$ cat src/rtl/counter_clock_downsample.sv
// Programmable counter-based clock divider: clk_r_o half-period is cmp+1 cycles of clk_i.
// Optional macro COUNTER_CLOCK_DOWNSAMPLE_VAL_SHADOW_EN latches val_i only at terminal count.
module counter_clock_downsample #(
  parameter int unsigned width_p  = 2,
  parameter bit          harden_p = 1'b0
) (
  input  logic               clk_i,
  input  logic               reset_i,
  input  logic [width_p-1:0] val_i,
  output logic               clk_r_o
);

  localparam int unsigned W = width_p;

  logic [W-1:0] ctr_r;
  logic [W-1:0] cmp;
  logic         terminal;

  // >= rather than == so a shrinking ratio never lets the counter run past cmp and wrap
  assign terminal = (ctr_r >= cmp);

`ifdef COUNTER_CLOCK_DOWNSAMPLE_VAL_SHADOW_EN
  logic [W-1:0] val_r;

  always_ff @(posedge clk_i or posedge reset_i) begin
    if (reset_i) begin
      val_r <= '0;
    end else if (terminal) begin
      val_r <= val_i;
    end
  end

  assign cmp = val_r;
`else
  assign cmp = val_i;
`endif

  generate
    if (harden_p) begin : g_hard
      // Explicit mux + flop split, mirroring the hardened cell wrapper structure
      logic [W-1:0] ctr_n;
      logic         clk_n;

      assign ctr_n = terminal ? W'(0) : (ctr_r + W'(1));
      assign clk_n = clk_r_o ^ terminal;

      always_ff @(posedge clk_i or posedge reset_i) begin
        if (reset_i) begin
          ctr_r   <= '0;
          clk_r_o <= 1'b0;
        end else begin
          ctr_r   <= ctr_n;
          clk_r_o <= clk_n;
        end
      end
    end else begin : g_soft
      always_ff @(posedge clk_i or posedge reset_i) begin
        if (reset_i) begin
          ctr_r   <= '0;
          clk_r_o <= 1'b0;
        end else if (terminal) begin
          ctr_r   <= '0;
          clk_r_o <= ~clk_r_o;
        end else begin
          ctr_r   <= ctr_r + W'(1);
        end
      end
    end
  endgenerate

endmodule

$ cat config.mk
export PLATFORM = sky130hd
export DESIGN_NAME = counter_clock_downsample
export DESIGN_NICKNAME = d
export VERILOG_FILES = /design/src/rtl/counter_clock_downsample.sv
export SDC_FILE = /design/constraint.sdc
export NUM_CORES = 1
export LEC_CHECK = 0
export CORE_AREA = 2 2 39 41
export DETAILED_ROUTE_END_ITERATION = 10
export DIE_AREA = 0 0 41 43
export PLACE_DENSITY = 0.31
export SLEW_MARGIN = 20
export SYNTH_ARGS = -nofsm -noshare
export SYNTH_HDL_FRONTEND = slang
export SYNTH_SLANG_ARGS = --single-unit
export TNS_END_PERCENT = 30
$ cat constraint.sdc
create_clock -name clk_i -period 1.6 [get_ports clk_i]
set_input_delay 0.32 -clock clk_i [delete_from_list [all_inputs] [get_ports clk_i]]
set_output_delay 0.32 -clock clk_i [all_outputs]
set_load 0.02 [all_outputs]
[Word-level counts from Yosys, hierarchy flattened]
Index checks and enable logic that the tools add are counted.
Storage, ports and cells
  flip-flop bits (word level): 3
  bits in latches: 0
  output and inout bits: 1
  bits in read-only memories: 0
  memories: 0
  memory bits (writable): 0
Cells by class
  order comparisons: 1
  shifts and indexed selects: 0
  multipliers: 0
  reductions and logical operators: 0
  muxes and demuxes: 1
  add/sub/neg operators: 1
  div/mod/pow operators: 0
  equal/unequal tests: 0
  bitwise logic cells: 1
Operators by type and width (count)
  $add A2 B1 Y2 const B: 1
  $ge A2 B2 Y1: 1
  $mux W2: 1
  $not A1 Y1: 1

[Logic depth before layout (Yosys ltp)]
  depth after elaboration: 2
  gate-level depth with buffers: 5
  gate-level depth less buffers: 5

[Worst setup path before layout]
Ideal clock, no wire load.
  kind: register to register
  from: reg ctr_r[0]
  to: reg clk_r_o
  data required time: 1470 ps
  clock period less this slack: 1234 ps
  stages on the path, launching flop included: 6
  path buffers: 0
  arrival: 1104 ps
  slack: 366 ps
  path through: dfrtp_1 inv_1 ha_1 nand2b_1 a21o_1 xor2_1
On the way
  word-level cells in the longest chain between the ends: 1
Ends and longest elaborated chain
  from (decl): RTL line 15  | logic [W-1:0] ctr_r;
  from (signal assigned): RTL line 65  | ctr_r <= ctr_r + W'(1);
  $ge A2 B2 Y1: RTL line 20  | assign terminal = (ctr_r >= cmp);
  to (signal assigned): RTL line 63  | clk_r_o <= ~clk_r_o;
  to (decl): RTL line 10  | output logic clk_r_o
No other way between the ends.
A chain may end at the register's enable or synchronous reset.

[Final worst setup path]
  from: reg clk_r_o
  to: out clk_r_o
No word-level cell between the ends.

==> flow_metrics.env <==
export IMPL_clk_pin_slew_ns=0.04
export IMPL_first_global_vias=132
export IMPL_top_layer="met4"
export IMPL_p_leak_nw=0.117
export IMPL_fmax_mhz=655
export IMPL_design_power_total_w=0.000422
export IMPL_antenna_found_initial=0
export IMPL_cap_violations=0
export IMPL_placed_area_sq_um=210
export IMPL_layout_min_cycle_time_ns=1.53
export IMPL_synth_area_leader_cell="dfrtp_1"
export IMPL_syn_inst=14
export IMPL_post_drt_via_cell_ratio=3.05
export IMPL_dieArea_sq_mm=0.00176
export IMPL_cp_max_fo=2
export IMPL_ctsHoldBuffers=0
export IMPL_gp_congestion=0.555
export IMPL_grt_max_degree=4
export IMPL_path_cells="clkdlybuf4s50_1"
export IMPL_grt_pass1_wl_microns=483
export IMPL_core_area_sq_mm=0.00138
export IMPL_synth_cell_types=8
export IMPL_start_util_pct=10.8
export IMPL_wl_met3_microns=31
export IMPL_hold_class="primary input to async pin"
export IMPL_drv_slew=0
export IMPL_stdcell_area_sq_um=236
export IMPL_cts_resized=0
export IMPL_rsz0062_at_grt="false"
export IMPL_met2RoutedLength_microns=92
export IMPL_drt_iter0_drc=0
export IMPL_fin_nets=29
export IMPL_status="finished, final reports clean"
export IMPL_cts_htree_levels=1
export IMPL_peakVddDrop_v=0.000602
export IMPL_cp_slowest_cell="clkdlybuf4s50_1"
export IMPL_boundaryPins=5
export IMPL_cts_root_buffer="clkbuf_4"
export IMPL_multi_input_area_sq_um=63.8
export IMPL_tightest_slew_ns=0.210
export IMPL_wl_met1_microns=119
export IMPL_portBuffers=4
export IMPL_p_per_area_mw_per_mm2=1780
export IMPL_gr_usage_all_layers_pct=4.84
export IMPL_drc=0
export IMPL_startpoint_type="register"
export IMPL_final_cell_mix="clkdlybuf4s50_1, inv_1, dfrtp_1, clkbuf_4"
export IMPL_fin_worst_skew_ns=0.00137
export IMPL_fin_crit_sh_pct=95.4
export IMPL_wl_microns=258
export IMPL_overflow=0
export IMPL_insertion_delay_ns=0.23
export IMPL_critPathBufInv=1
export IMPL_cts_made_buffers=3
export IMPL_regArea_sq_um=75.1
export IMPL_ys_seq_area_share_pct=50.0
export IMPL_die_w_microns=41
export IMPL_syn_area_sq_um=150
export IMPL_synth_top_cells_by_area="dfrtp_1, ha_1, inv_1, xnor2_1, xor2_1"
export IMPL_final_hold_viol_count=0
export IMPL_max_slew_margin_pct=85.9
export IMPL_cp_slowest_stage_delay_ns=0.61
export IMPL_drive_above_1_share_pct=13.6
export IMPL_syn_nets=20
export IMPL_dpl_hpwl_microns=181
export IMPL_synthToLayoutAreaGrowth_pct=57.5
export IMPL_setup_worst_path_class="register to primary output"
export IMPL_die_h_microns=43
export IMPL_post_cts_buffers=0
export IMPL_ys_warn_count=0
export IMPL_cp_required_ns=1.28
export IMPL_setup_worst_path_end_class="primary output"
export IMPL_ant_nets=0
export IMPL_rows=14
export IMPL_cts_tree="done"
export IMPL_worstPathArrival_ns=1.21
export IMPL_synth_seq_cells=3
export IMPL_diodes=0
export IMPL_drt_wirelength_per_cell_microns=6.79
export IMPL_avgSynthCellArea_sq_um=10.7
export IMPL_clock_sinks=3
export IMPL_fin_util_pct=17.1
export IMPL_first_pass_iters=1
export IMPL_critPathTopFamily="buffers and inverters"
export IMPL_setup_violations=0
export IMPL_fill_cells=151
export IMPL_clock_path_buffers=2
export IMPL_vias=116
export IMPL_layout_commonest_cell="clkdlybuf4s50_1"
export IMPL_yosys_area_top_type_share_pct=50.0
-- Yosys cell counts, drive strengths merged --
cell,count
a21o,1
xnor2,1
nand2b,1
nor2,2
inv,3
ha,2
dfrtp,3
xor2,1
-- logic make-up (layout without fill, tap and decap cells) --
logic type / Yosys count / count (layout) / share of synthesized area [%]
flip-flops: 3 / 3 / 50.0
AND/OR/NAND/NOR: 3 / 3 / 9.17
buffers and inverters: 3 / 11 / 7.50
adder cells (fa/ha/maj): 2 / 2 / 16.7
XOR/XNOR: 2 / 2 / 11.7
AO/OA/AOI/OAI: 1 / 1 / 5.00
-- layout make-up --
type                            count  share of cell area (%)
Timing Repair Buffer                4                    16.9
Sequential cell                     3                    31.7
Tap cell                           16                    8.47
Clock buffer                        4                    11.1
Multi-Input combinational cell      8                    27.0
Inverter                            3                    4.76
-- registers in the layout, indices dropped and copies added, names as in the netlist --
| signal | cells |
|---|---|
| ctr_r | 2 |
| clk_r_o | 1 |
-- stage by stage --
step,std cells,hold slack [ns],setup slack (ns),TNS [ns]
4_1_cts,38,0.249,0.0654,0
5_1_grt,38,0.262,0.0250,0
3_3_place_gp,34,0.458,-0.0141,-0.0141
2_1_floorplan,14,0.0736,0.366,0
6_report,38,0.253,0.0730,0
3_5_place_dp,34,0.464,-0.0281,-0.0281
-- final timing paths --
path	startpoint	endpoint	slack [ns]	cells after the start
setup / recovery	clk_r_o	clk_r_o	0.07	1
hold / removal	reset_i	clk_r_o	0.25	2
setup reg to reg	ctr_r[0]	clk_r_o	0.31	5
hold reg to reg	ctr_r[0]	ctr_r[0]	0.47	1
max in group asynchronous	reset_i	ctr_r[1]	1.22	2
min in group clk_i	ctr_r[0]	ctr_r[0]	0.47	1
-- layer usage --
layer  track usage, %  vias to the layer above
li1                 -                       59
met1             4.89                       48
met2             4.69                        7
met3             3.14                        2
met4             8.00                        0
met5                0                        -
-- where the power goes --
group	internal [W]	switching, W
registers	0.000113	0.0000270
logic	0.0000799	0.0000677
clock network	0.0000935	0.0000405
total	0.000286	0.000135
Power figures use the tool's default switching activity.
